**src/rtl/mem_arbiter.sv**
```systemverilog
// Round-robin arbiter granting four cores serialized access to one synchronous memory port.
// Each transaction walks IDLE -> GRANT -> ACCESS -> RESP and its request fields are latched at grant.
module mem_arbiter #(
  parameter int unsigned NCORES = 4,
  parameter int unsigned AW     = 8,
  parameter int unsigned DW     = 8
) (
  input  logic                   clk,
  input  logic                   resetARB,
  input  logic [NCORES-1:0]      core_req,
  input  logic [NCORES-1:0]      core_we,
  input  logic [NCORES*AW-1:0]   core_addr,
  input  logic [NCORES*DW-1:0]   core_wdata,
  output logic [NCORES-1:0]      core_gnt,
  output logic [NCORES-1:0]      core_done,
  output logic [DW-1:0]          core_rdata,
  output logic                   mem_en,
  output logic                   mem_we,
  output logic [AW-1:0]          mem_addr,
  output logic [DW-1:0]          mem_wdata,
  input  logic [DW-1:0]          mem_rdata,
  output logic                   busy,
  output logic [1:0]             owner
);

  typedef enum logic [1:0] {StIdle, StGrant, StAccess, StResp} state_e;

  state_e            state_q, state_d;
  logic [1:0]        ptr_q, ptr_d, owner_q, owner_d;
  logic [NCORES-1:0] mask_q, mask_d, elig;
  logic              we_q, we_d;
  logic [AW-1:0]     addr_q, addr_d;
  logic [DW-1:0]     wdata_q, wdata_d;
  logic [NCORES-1:0] gnt_q, gnt_d, done_q, done_d;
  logic              mem_en_q, mem_en_d, mem_we_q, mem_we_d, busy_q, busy_d;
  logic [AW-1:0]     mem_addr_q, mem_addr_d;
  logic [DW-1:0]     mem_wdata_q, mem_wdata_d, rdata_q, rdata_d;
  logic [1:0]        winner, idx;
  logic              found;

  // Previous owner is masked for one IDLE cycle so a late req drop cannot re-grant it.
  assign elig = core_req & ~mask_q;

  always_comb begin
    winner = ptr_q;
    found  = 1'b0;
    idx    = '0;
    for (int i = 0; i < NCORES; i++) begin
      idx = ptr_q + 2'(i);
      if (!found && elig[idx]) begin
        winner = idx;
        found  = 1'b1;
      end
    end
  end

  always_ff @(posedge clk) begin
    if (!resetARB) begin
      state_q     <= StIdle;
      ptr_q       <= '0;
      owner_q     <= '0;
      mask_q      <= '0;
      we_q        <= 1'b0;
      addr_q      <= '0;
      wdata_q     <= '0;
      gnt_q       <= '0;
      done_q      <= '0;
      mem_en_q    <= 1'b0;
      mem_we_q    <= 1'b0;
      mem_addr_q  <= '0;
      mem_wdata_q <= '0;
      rdata_q     <= '0;
      busy_q      <= 1'b0;
    end else begin
      state_q     <= state_d;
      ptr_q       <= ptr_d;
      owner_q     <= owner_d;
      mask_q      <= mask_d;
      we_q        <= we_d;
      addr_q      <= addr_d;
      wdata_q     <= wdata_d;
      gnt_q       <= gnt_d;
      done_q      <= done_d;
      mem_en_q    <= mem_en_d;
      mem_we_q    <= mem_we_d;
      mem_addr_q  <= mem_addr_d;
      mem_wdata_q <= mem_wdata_d;
      rdata_q     <= rdata_d;
      busy_q      <= busy_d;
    end
  end

  always_comb begin
    state_d = state_q;
    ptr_d   = ptr_q;
    owner_d = owner_q;
    mask_d  = '0;
    we_d    = we_q;
    addr_d  = addr_q;
    wdata_d = wdata_q;
    unique case (state_q)
      StIdle: begin
        if (found) begin
          state_d = StGrant;
          owner_d = winner;
          we_d    = core_we[winner];
          addr_d  = core_addr[winner*AW +: AW];
          wdata_d = core_wdata[winner*DW +: DW];
        end
      end
      StGrant:  state_d = StAccess;
      StAccess: state_d = StResp;
      StResp: begin
        state_d         = StIdle;
        ptr_d           = owner_q + 2'd1;
        owner_d         = '0;
        mask_d[owner_q] = 1'b1;
      end
      default:  state_d = StIdle;
    endcase
  end

  // Outputs are registered from the next state so they line up with the state they belong to.
  always_comb begin
    gnt_d       = '0;
    done_d      = '0;
    mem_en_d    = 1'b0;
    mem_we_d    = 1'b0;
    mem_addr_d  = mem_addr_q;
    mem_wdata_d = mem_wdata_q;
    rdata_d     = rdata_q;
    busy_d      = (state_d != StIdle);
    unique case (state_d)
      StGrant:  gnt_d[owner_d] = 1'b1;
      StAccess: begin
        mem_en_d    = 1'b1;
        mem_we_d    = we_q;
        mem_addr_d  = addr_q;
        mem_wdata_d = wdata_q;
      end
      StResp:   done_d[owner_d] = 1'b1;
      default:  ;
    endcase
    if (state_q == StResp && !we_q) rdata_d = mem_rdata;
  end

  // Read data arrives from the memory during RESP; pass it through then and hold it afterwards.
  assign core_rdata = (state_q == StResp && !we_q) ? mem_rdata : rdata_q;
  assign core_gnt   = gnt_q;
  assign core_done  = done_q;
  assign mem_en     = mem_en_q;
  assign mem_we     = mem_we_q;
  assign mem_addr   = mem_addr_q;
  assign mem_wdata  = mem_wdata_q;
  assign busy       = busy_q;
  assign owner      = owner_q;

endmodule

```
**config.mk**
```make
export PLATFORM = sky130hd
export DESIGN_NAME = mem_arbiter
export DESIGN_NICKNAME = d
export VERILOG_FILES = /design/src/rtl/mem_arbiter.sv
export SDC_FILE = /design/constraint.sdc
export NUM_CORES = 1
export LEC_CHECK = 0
export CORE_UTILIZATION = 39
export CTS_CLUSTER_SIZE = 30
export DETAILED_ROUTE_END_ITERATION = 16
export GPL_ROUTABILITY_DRIVEN = 0
export GPL_TIMING_DRIVEN = 0
export HOLD_SLACK_MARGIN = 0.08
export PLACE_DENSITY = 0.74
export RECOVER_POWER = 50
export SYNTH_ARGS = -nofsm -noshare
export SYNTH_HDL_FRONTEND = slang
export SYNTH_SLANG_ARGS = --single-unit
export TNS_END_PERCENT = 100
```
**constraint.sdc**
```tcl
create_clock -name clk -period 1.8 [get_ports clk]
set_clock_uncertainty 0.15 [all_clocks]
set_input_delay 0.36 -clock clk [delete_from_list [all_inputs] [get_ports clk]]
set_output_delay 0.36 -clock clk [all_outputs]
set_load 0.03 [all_outputs]
```
==> results of run 1 <==
-- layer usage --
metal,global-route usage,routed length [um],part of all wire
met1,0.257,3540,0.44
met4,0.0630,88,0.011
met3,0.0584,508,0.062
met2,0.359,4000,0.49
met5,0,0,0
-- cell type report --
cell class / instances / area, um2
clock buffers: 11 / 141
clock inverters: 4 / 95.1
well taps: 96 / 120
multi-input cells: 183 / 1950
inverters: 7 / 28.8
flip-flops and latches: 62 / 1250
repair buffers: 142 / 1420
plain buffers: 13 / 154
fillers: 487 / 1810
-- power by group --
part	internal [W]	switching [W]	total, W
Combinational	0.00109	0.00106	0.00214
Sequential	0.00161	0.000154	0.00177
Clock	0.000949	0.000516	0.00147
Total	0.00365	0.00173	0.00537
-- metrics by stage --
stage | hold WS, ns | instance area (um2) | setup TNS [ns]
3_5_place_dp | 0.303 | 4200 | -26.11
2_1_floorplan | 0.288 | 2900 | -0.799
4_1_cts | 0.318 | 4940 | -4.41
3_3_place_gp | 0.299 | 4200 | -25.28
5_1_grt | 0.345 | 5170 | -11.01
6_report | 0.319 | 5170 | -5.41
-- logic make-up (layout without fill, tap and decap cells) --
family          Yosys count  count (layout)  synth area share
compound gates           50              50             0.145
mux                      59              59             0.208
buf+inv                  24             177            0.0416
simple gates             65              65             0.137
fa+ha+maj                 9               9            0.0390
flops                    62              62             0.430
-- what timing repair did --
| item | 4_1_cts | 5_1_grt |
|---|---|---|
| endpoints found under the setup margin | 75 | 34 |
| pin swaps | 23 | 12 |
| hold endpoints to repair | 0 | 0 |
| gates resized for setup | 171 | 48 |
| gates cloned | 3 | 0 |
| buffers inserted | 18 | 4 |
-- cell usage in the layout, fill, tap and decap left out, drive strengths merged, types with 2 or more instances in the layout --
master and instances:
clkdlybuf4s50 76, clkbuf 15, nand3 2, mux2 8, and2 12, ha 9
nand2 6, inv 7, dlygate4sd2 32, nor2b 23, a31o 2, mux2i 51
o21ai 20, dfxtp 62, or2 2, o221ai 2, nand2b 3, nor2 7
a2bb2oi 17, and3 5, bufinv 3, buf 41, a21oi 2
-- sequential cells by signal, summed over array words and instances (netlist names) --
name,cells
mem_en,1
state_q,2
mask_q,4
rdata_q,8
mem_wdata,8
mem_we,1
owner,2
addr_q,8
we_q,1
core_gnt,4
busy,1
wdata_q,8
mem_addr,8
ptr_q,2
core_done,4
-- worst min-delay path, delay by kind of cell (launching register included) --
| family | cells | cell delay [ns] |
|---|---|---|
| compound gates | 2 | 0.10 |
| flops | 1 | 0.34 |
-- final timing paths --
check	start	end	cells after the start
worst max-delay path	state_q[0]	core_rdata[6]	5
worst min-delay path	wdata_q[3]	wdata_q[3]	2
worst max register to register	mask_q[2]	addr_q[4]	9
worst min register to register	wdata_q[3]	wdata_q[3]	2
==> impl_metrics.json, run 1 <==
{
  "clock-sinks": 62,
  "fin_ws_ns": -0.225,
  "final_hold_viol_count": 0,
  "grt_max_degree": 19,
  "die_x_um": 88.0,
  "netlist.area_leader.share": 0.430,
  "status": "complete, but fails checks",
  "crit_family": "flip-flops",
  "finalCritPeriodShare": 1.13,
  "ys_seq_elements": 62,
  "grt_pass1_vias": 2570,
  "initial_core_util": 0.413,
  "diodes": 0,
  "r2r_slack_ns": -0.20,
  "ir_drop_uv": 656,
  "crit_arrival_ns": 1.52,
  "drive_gt1_frac": 0.336,
  "dieArea_um2": 7750,
  "drtIter0Drc": 92,
  "area_delta_synth_final_pct": 79.0,
  "setup_viol": 60,
  "dpl.hpwl_mm": 5.14,
  "drc": 0,
  "synth_edf_count": 0,
  "num_io_pins": 119,
  "ctsHoldBuffers": 0,
  "wirelength_mm": 8.14,
  "fp.dieH_um": 88.0,
  "synth.area.top_cells": "dfxtp_1 (43%), mux2i_1 (18%), a2bb2oi_1 (5.2%)",
  "num-nets-final": 509,
  "syn-num-nets": 360,
  "syn_area_per_cell_um2": 10.7,
  "ys_top_cells_by_count": "dfxtp_1 (62), mux2i_1 (51), nor2b_1 (20), a2bb2oi_1 (17), and2_1 (12)",
  "synth_seq_area_share": 0.430,
  "cp_cell_sequence": "ha_4, nand2b_4, buf_12, mux2_4, buf_6",
  "yosysWarnings": 0,
  "tritoncts": "built",
  "cpPeakStageDelay_ns": 0.37,
  "max_slew.worst_pin.slew_ns": 0.547,
  "hp-class": "flop to flop",
  "vias": 2559,
  "antenna_found_initial": 0,
  "yosysUniqueCellTypes": 39,
  "grt_overflow_total": 0,
  "ys_async_sr_fraction": 0,
  "rsz0062_at_grt": "true",
  "synth_top_area_cell": "dfxtp_1",
  "clk_path_buf_depth": 2,
  "synth_most_common_cell": "dfxtp_1",
  "groute.usage.overall": 0.210,
  "cp_data_required_time_ns": 1.29,
  "maxCapViolations": 0,
  "worstSetupPathType": "flop to output pin",
  "io_buffers": 118,
  "critical_path.slowest_cell": "dfxtp_2",
  "synth-main-ff-cell": "dfxtp_1",
  "fin_cells": 518,
  "failed_checks": "setup timing",
  "cts_made_buffers": 9,
  "slew_violations": 0,
  "clk_latency_ns": 0.33,
  "period_minus_slack_ns": 2.03,
  "utilization": 0.740,
  "dp.cells": 483,
  "fmax_mhz": 494,
  "crit_buf_inv": 2,
  "relSlewSlack": 0.635,
  "wl_per_cell_um": 15.7,
  "core.rowCount": 30,
  "h-tree-depth": 3,
  "cp_max_fo": 8,
  "coreArea_um2": 6980,
  "finalPower_w": 0.00537,
  "synthCells": 269,
  "final_antenna_net_count": 0,
  "power_density_nw_per_um2": 1040,
  "clk_pin_slew_worst_paths_ns": 0.07,
  "p_leak_nw": 2.14,
  "first_pass_iters": 4,
  "cts_root_buf": "clkbuf_8",
  "start_kind": "flop",
  "pre_cts_ws_ns": -0.816,
  "grt_pass1_wl_mm": 12.4,
  "synth_area_um2": 2890,
  "cp-end-kind": "output pin",
  "vias_per_cell": 4.94
}
No activity file was read; power rests on OpenSTA's default activity.
==> run 2, diff against run 1 <==
--- a/config.mk
+++ b/config.mk
@@ -13,6 +13,7 @@
 export HOLD_SLACK_MARGIN = 0.08
 export PLACE_DENSITY = 0.74
 export RECOVER_POWER = 50
+export SKIP_CTS_REPAIR_TIMING = 1
 export SYNTH_ARGS = -nofsm -noshare
 export SYNTH_HDL_FRONTEND = slang
 export SYNTH_SLANG_ARGS = --single-unit
==> impl_metrics.json, run 2 (same netlist as run 1, synthesis figures left out) <==
{
  "num_io_pins": 119,
  "groute.usage.overall": 0.183,
  "coreArea_um2": 6980,
  "final_hold_viol_count": 0,
  "rr_startpoint": "mask_q[3]",
  "final_antenna_net_count": 0,
  "tritoncts": "built",
  "core.rowCount": 30,
  "fp.dieH_um": 88.0,
  "dieArea_um2": 7750,
  "io_buffers": 118,
  "setup_viol": 61,
  "dpl.hpwl_mm": 5.14,
  "mostFrequentLayoutCells": "clkdlybuf4s50_1 (76), dfxtp_1 (56), mux2i_1 (39), dlymetal6s2s_1 (33), nor2b_1 (20)",
  "drc": 0,
  "nFillCells": 484,
  "cp_data_required_time_ns": 1.29,
  "worst-r2r-cell-count": 8,
  "grt_pass1_vias": 2334,
  "final_common_cell": "clkdlybuf4s50_1",
  "maxCapViolations": 0,
  "clock-sinks": 62,
  "power_density_nw_per_um2": 1030,
  "cts_root_buf": "clkbuf_8",
  "status": "complete, but fails checks",
  "cp_max_fo": 8,
  "die_x_um": 88.0,
  "ir_drop_uv": 608,
  "min_to": "addr_q[3]",
  "grt_overflow_total": 0,
  "finalPower_w": 0.00538,
  "clk_latency_ns": 0.33,
  "first_pass_iters": 4,
  "start_kind": "flop",
  "finalCritPeriodShare": 1.13,
  "r2r-end": "wdata_q[7]",
  "route.met2.wl_mm": 4.09,
  "cp-startpoint": "state_q[1]",
  "period_minus_slack_ns": 2.04,
  "failed_checks": "setup timing",
  "worstSetupPathType": "flop to output pin",
  "wl_met1_mm": 3.42,
  "pre_cts_ws_ns": -0.816,
  "num-nets-final": 512,
  "relSlewSlack": 0.632,
  "p_leak_nw": 2.56,
  "hp-class": "flop to flop",
  "hp-start": "addr_q[3]",
  "drive_gt1_frac": 0.308,
  "grt_pass1_wl_mm": 10.8,
  "max_slew.worst_pin.slew_ns": 0.552,
  "drtIter0Drc": 74,
  "fin_ws_ns": -0.236,
  "rsz0062_at_grt": "true",
  "clk_pin_slew_worst_paths_ns": 0.07,
  "initial_core_util": 0.413,
  "vias_per_cell": 4.92,
  "antenna_found_initial": 0,
  "diodes": 0,
  "clk_path_buf_depth": 2,
  "route.met3.wl_um": 498,
  "h-tree-depth": 3,
  "grt_max_degree": 11,
  "slew_violations": 0,
  "r2r_slack_ns": -0.20,
  "wl_per_cell_um": 15.5,
  "crit_arrival_ns": 1.53,
  "cts_made_buffers": 9,
  "hold_path_depth": 2,
  "fmax_mhz": 491,
  "highest_layer": "met4",
  "wirelength_mm": 8.10,
  "cp-end-kind": "output pin",
  "area_delta_synth_final_pct": 80.2,
  "vias": 2565
}
[run 2: cell count changes in the layout (fill, tap and decap cells not counted), sizes merged]
cell | before | now
dlymetal6s2s | 0 | 33
clkbuf | 15 | 18
clkdlybuf4s15 | 1 | 0
dlygate4sd2 | 32 | 0
[run 2: worst max path at each step]
stage / endpoint / cells after the start / slack, ns
after global placement: we_q / 8 / -0.81
after detailed placement: we_q / 8 / -0.82
after global routing: core_rdata[0] / 5 / -0.28
after floorplan: addr_q[0] / 8 / -0.06
after CTS: core_rdata[7] / 5 / -1.03
final: core_rdata[0] / 5 / -0.24
[run 2: cell type report]
| type | count | area [um2] | share of cell area |
|---|---|---|---|
| plain buffers | 15 | 161 | 0.0310 |
| clock buffers | 11 | 141 | 0.0272 |
| clock inverters | 4 | 95.1 | 0.0183 |
| inverters | 7 | 26.3 | 0.00505 |
| multi-input cells | 183 | 1860 | 0.358 |
| flip-flops and latches | 62 | 1250 | 0.241 |
| well taps | 96 | 120 | 0.0231 |
| repair buffers | 143 | 1550 | 0.297 |
[run 2: critical path, cell delays in order, from the launching register on]
cell      delay, ns
dfxtp_4        0.36
ha_4           0.17
nand2b_4       0.07
buf_8          0.14
mux2_4         0.32
buf_6          0.14
[run 2: metal layers]
layer / vias up / GRT usage
li1: 1265 / -
met1: 1195 / 0.224
met2: 96 / 0.304
met3: 9 / 0.0631
met4: 0 / 0.0557
met5: - / 0
[run 2: power by group]
| part | leakage [nW] | switching (W) | internal [W] |
|---|---|---|---|
| Combinational | 1.93 | 0.00103 | 0.00114 |
| Sequential | 0.508 | 0.000142 | 0.00161 |
| Clock | 0.119 | 0.000513 | 0.000949 |
| Total | 2.56 | 0.00168 | 0.00370 |
[run 2: metrics by stage]
step | hold WS (ns) | util | cells | instance area, um2 | TNS (ns)
2_1_floorplan | 0.288 | - | 269 | 2900 | -0.799
3_3_place_gp | 0.299 | 0.602 | 483 | 4200 | -25.28
3_5_place_dp | 0.303 | 0.602 | 483 | 4200 | -26.11
4_1_cts | 0.318 | 0.635 | 498 | 4440 | -19.96
5_1_grt | 0.345 | 0.745 | 521 | 5200 | -11.90
6_report | 0.323 | 0.745 | 521 | 5200 | -7.09
==> run 3, diff against run 2 <==
--- a/config.mk
+++ b/config.mk
@@ -5,6 +5,7 @@
 export SDC_FILE = /design/constraint.sdc
 export NUM_CORES = 1
 export LEC_CHECK = 0
+export CORE_MARGIN = 2
 export CORE_UTILIZATION = 39
 export CTS_CLUSTER_SIZE = 30
 export DETAILED_ROUTE_END_ITERATION = 16
==> impl_metrics.json, run 3 (same netlist as run 1, synthesis figures left out) <==
{
  "clock-sinks": 62,
  "max_slew.worst_pin.slew_ns": 0.601,
  "hp-class": "flop to flop",
  "register_area_um2": 1250,
  "coreArea_um2": 7210,
  "drc": 0,
  "slew_violations": 0,
  "finalCritPeriodShare": 1.18,
  "whs_ns": 0.322,
  "grt_overflow_total": 0,
  "groute.usage.overall": 0.180,
  "drtIter0Drc": 86,
  "mostFrequentLayoutCells": "clkdlybuf4s50_1 (76), dfxtp_1 (55), mux2i_1 (42), clkbuf_1 (32), nor2b_1 (20)",
  "grt_pass1_wl_mm": 11.6,
  "drive_gt1_frac": 0.297,
  "die_x_um": 90.0,
  "wl_per_cell_um": 16.8,
  "failed_checks": "setup timing",
  "crit_arrival_ns": 1.61,
  "fin_ws_ns": -0.316,
  "period_minus_slack_ns": 2.12,
  "relSlewSlack": 0.599,
  "nFillCells": 569,
  "cp_cell_sequence": "ha_4, nand2b_1, buf_6, mux2_4, buf_6",
  "vias_per_cell": 4.93,
  "worstSetupPathType": "flop to output pin",
  "num_io_pins": 119,
  "cp-end-kind": "output pin",
  "final_hold_viol_count": 0,
  "fmax_mhz": 473,
  "cp_max_fo": 8,
  "io_buffers": 118,
  "cts_made_buffers": 9,
  "antenna_found_initial": 0,
  "initial_core_util": 0.400,
  "wirelength_mm": 8.76,
  "area_delta_synth_final_pct": 70.2,
  "maxCapViolations": 0,
  "setup_viol": 62,
  "clk_pin_slew_worst_paths_ns": 0.07,
  "core.rowCount": 31,
  "first_pass_iters": 4,
  "fp.dieH_um": 90.0,
  "finalPower_w": 0.00510,
  "power_density_nw_per_um2": 1040,
  "dieArea_um2": 8110,
  "crit_family": "flip-flops",
  "grt_max_degree": 12,
  "cpPeakStageDelay_ns": 0.35,
  "tritoncts": "built",
  "h-tree-depth": 3,
  "final_antenna_net_count": 0,
  "dpl.hpwl_mm": 5.32,
  "start_kind": "flop",
  "cts_root_buf": "clkbuf_8",
  "num-nets-final": 510,
  "diodes": 0,
  "multiInputGateArea_um2": 1840,
  "clk_path_buf_depth": 2,
  "final_common_cell": "clkdlybuf4s50_1",
  "crit_buf_inv": 2,
  "cp_common_cell": "buf_6",
  "critical_path.slowest_cell": "dfxtp_2",
  "vias": 2580,
  "grt_pass1_vias": 2441,
  "cp_data_required_time_ns": 1.29,
  "ir_drop_uv": 490,
  "rsz0062_at_grt": "true",
  "status": "complete, but fails checks",
  "p_leak_nw": 1.99,
  "clk_latency_ns": 0.35
}
run 3: area by class of cell:
cell class	instances	share of cell area
timing repair buffer	141	0.265
sequential	62	0.255
multi-input combinational	183	0.374
clock inverter	6	0.0176
tap	99	0.0252
clock buffer	10	0.0260
inverter	7	0.00535
buffer	15	0.0321
run 3: worst register-to-register path, cell delays in order, from the launching register on:
cell	delay (ns)
dfxtp_2	0.34
nor2b_4	0.23
nor3_4	0.06
o32ai_4	0.26
buf_6	0.20
clkbuf_16	0.19
mux2i_4	0.25
a2bb2oi_2	0.16
o21ai_2	0.06
run 3: final timing paths:
path	from	end	depth (start not counted)	slack [ns]
setup / recovery	state_q[1]	core_rdata[3]	5	-0.32
setup reg to reg	mask_q[3]	wdata_q[7]	8	-0.20
hold / removal	addr_q[2]	addr_q[2]	2	0.32
hold reg to reg	addr_q[2]	addr_q[2]	2	0.32
run 3: report_power, final:
group	switching [W]	internal, W	total [W]
clock	0.000567	0.000777	0.00134
sequential	0.000154	0.00161	0.00176
combinational	0.00101	0.000989	0.00200
run 3: through the flow:
step           std cells  utilization  TNS (ns)  setup WS [ns]  instance area (um2)
5_1_grt              523        0.681    -13.42         -0.371                 4910
2_1_floorplan        269            -    -0.799        -0.0647                 2900
4_1_cts              502        0.612    -20.51          -1.03                 4420
3_5_place_dp         486        0.583    -27.80         -0.789                 4200
6_report             523        0.681     -6.90         -0.316                 4910
3_3_place_gp         486        0.583    -26.24         -0.790                 4200
run 3: metal layers:
metal	wire length, um	global-route usage	share of wire
met5	0	0	0
met1	3590	0.211	0.41
met4	157	0.0705	0.018
met2	4520	0.309	0.52
met3	496	0.0528	0.057
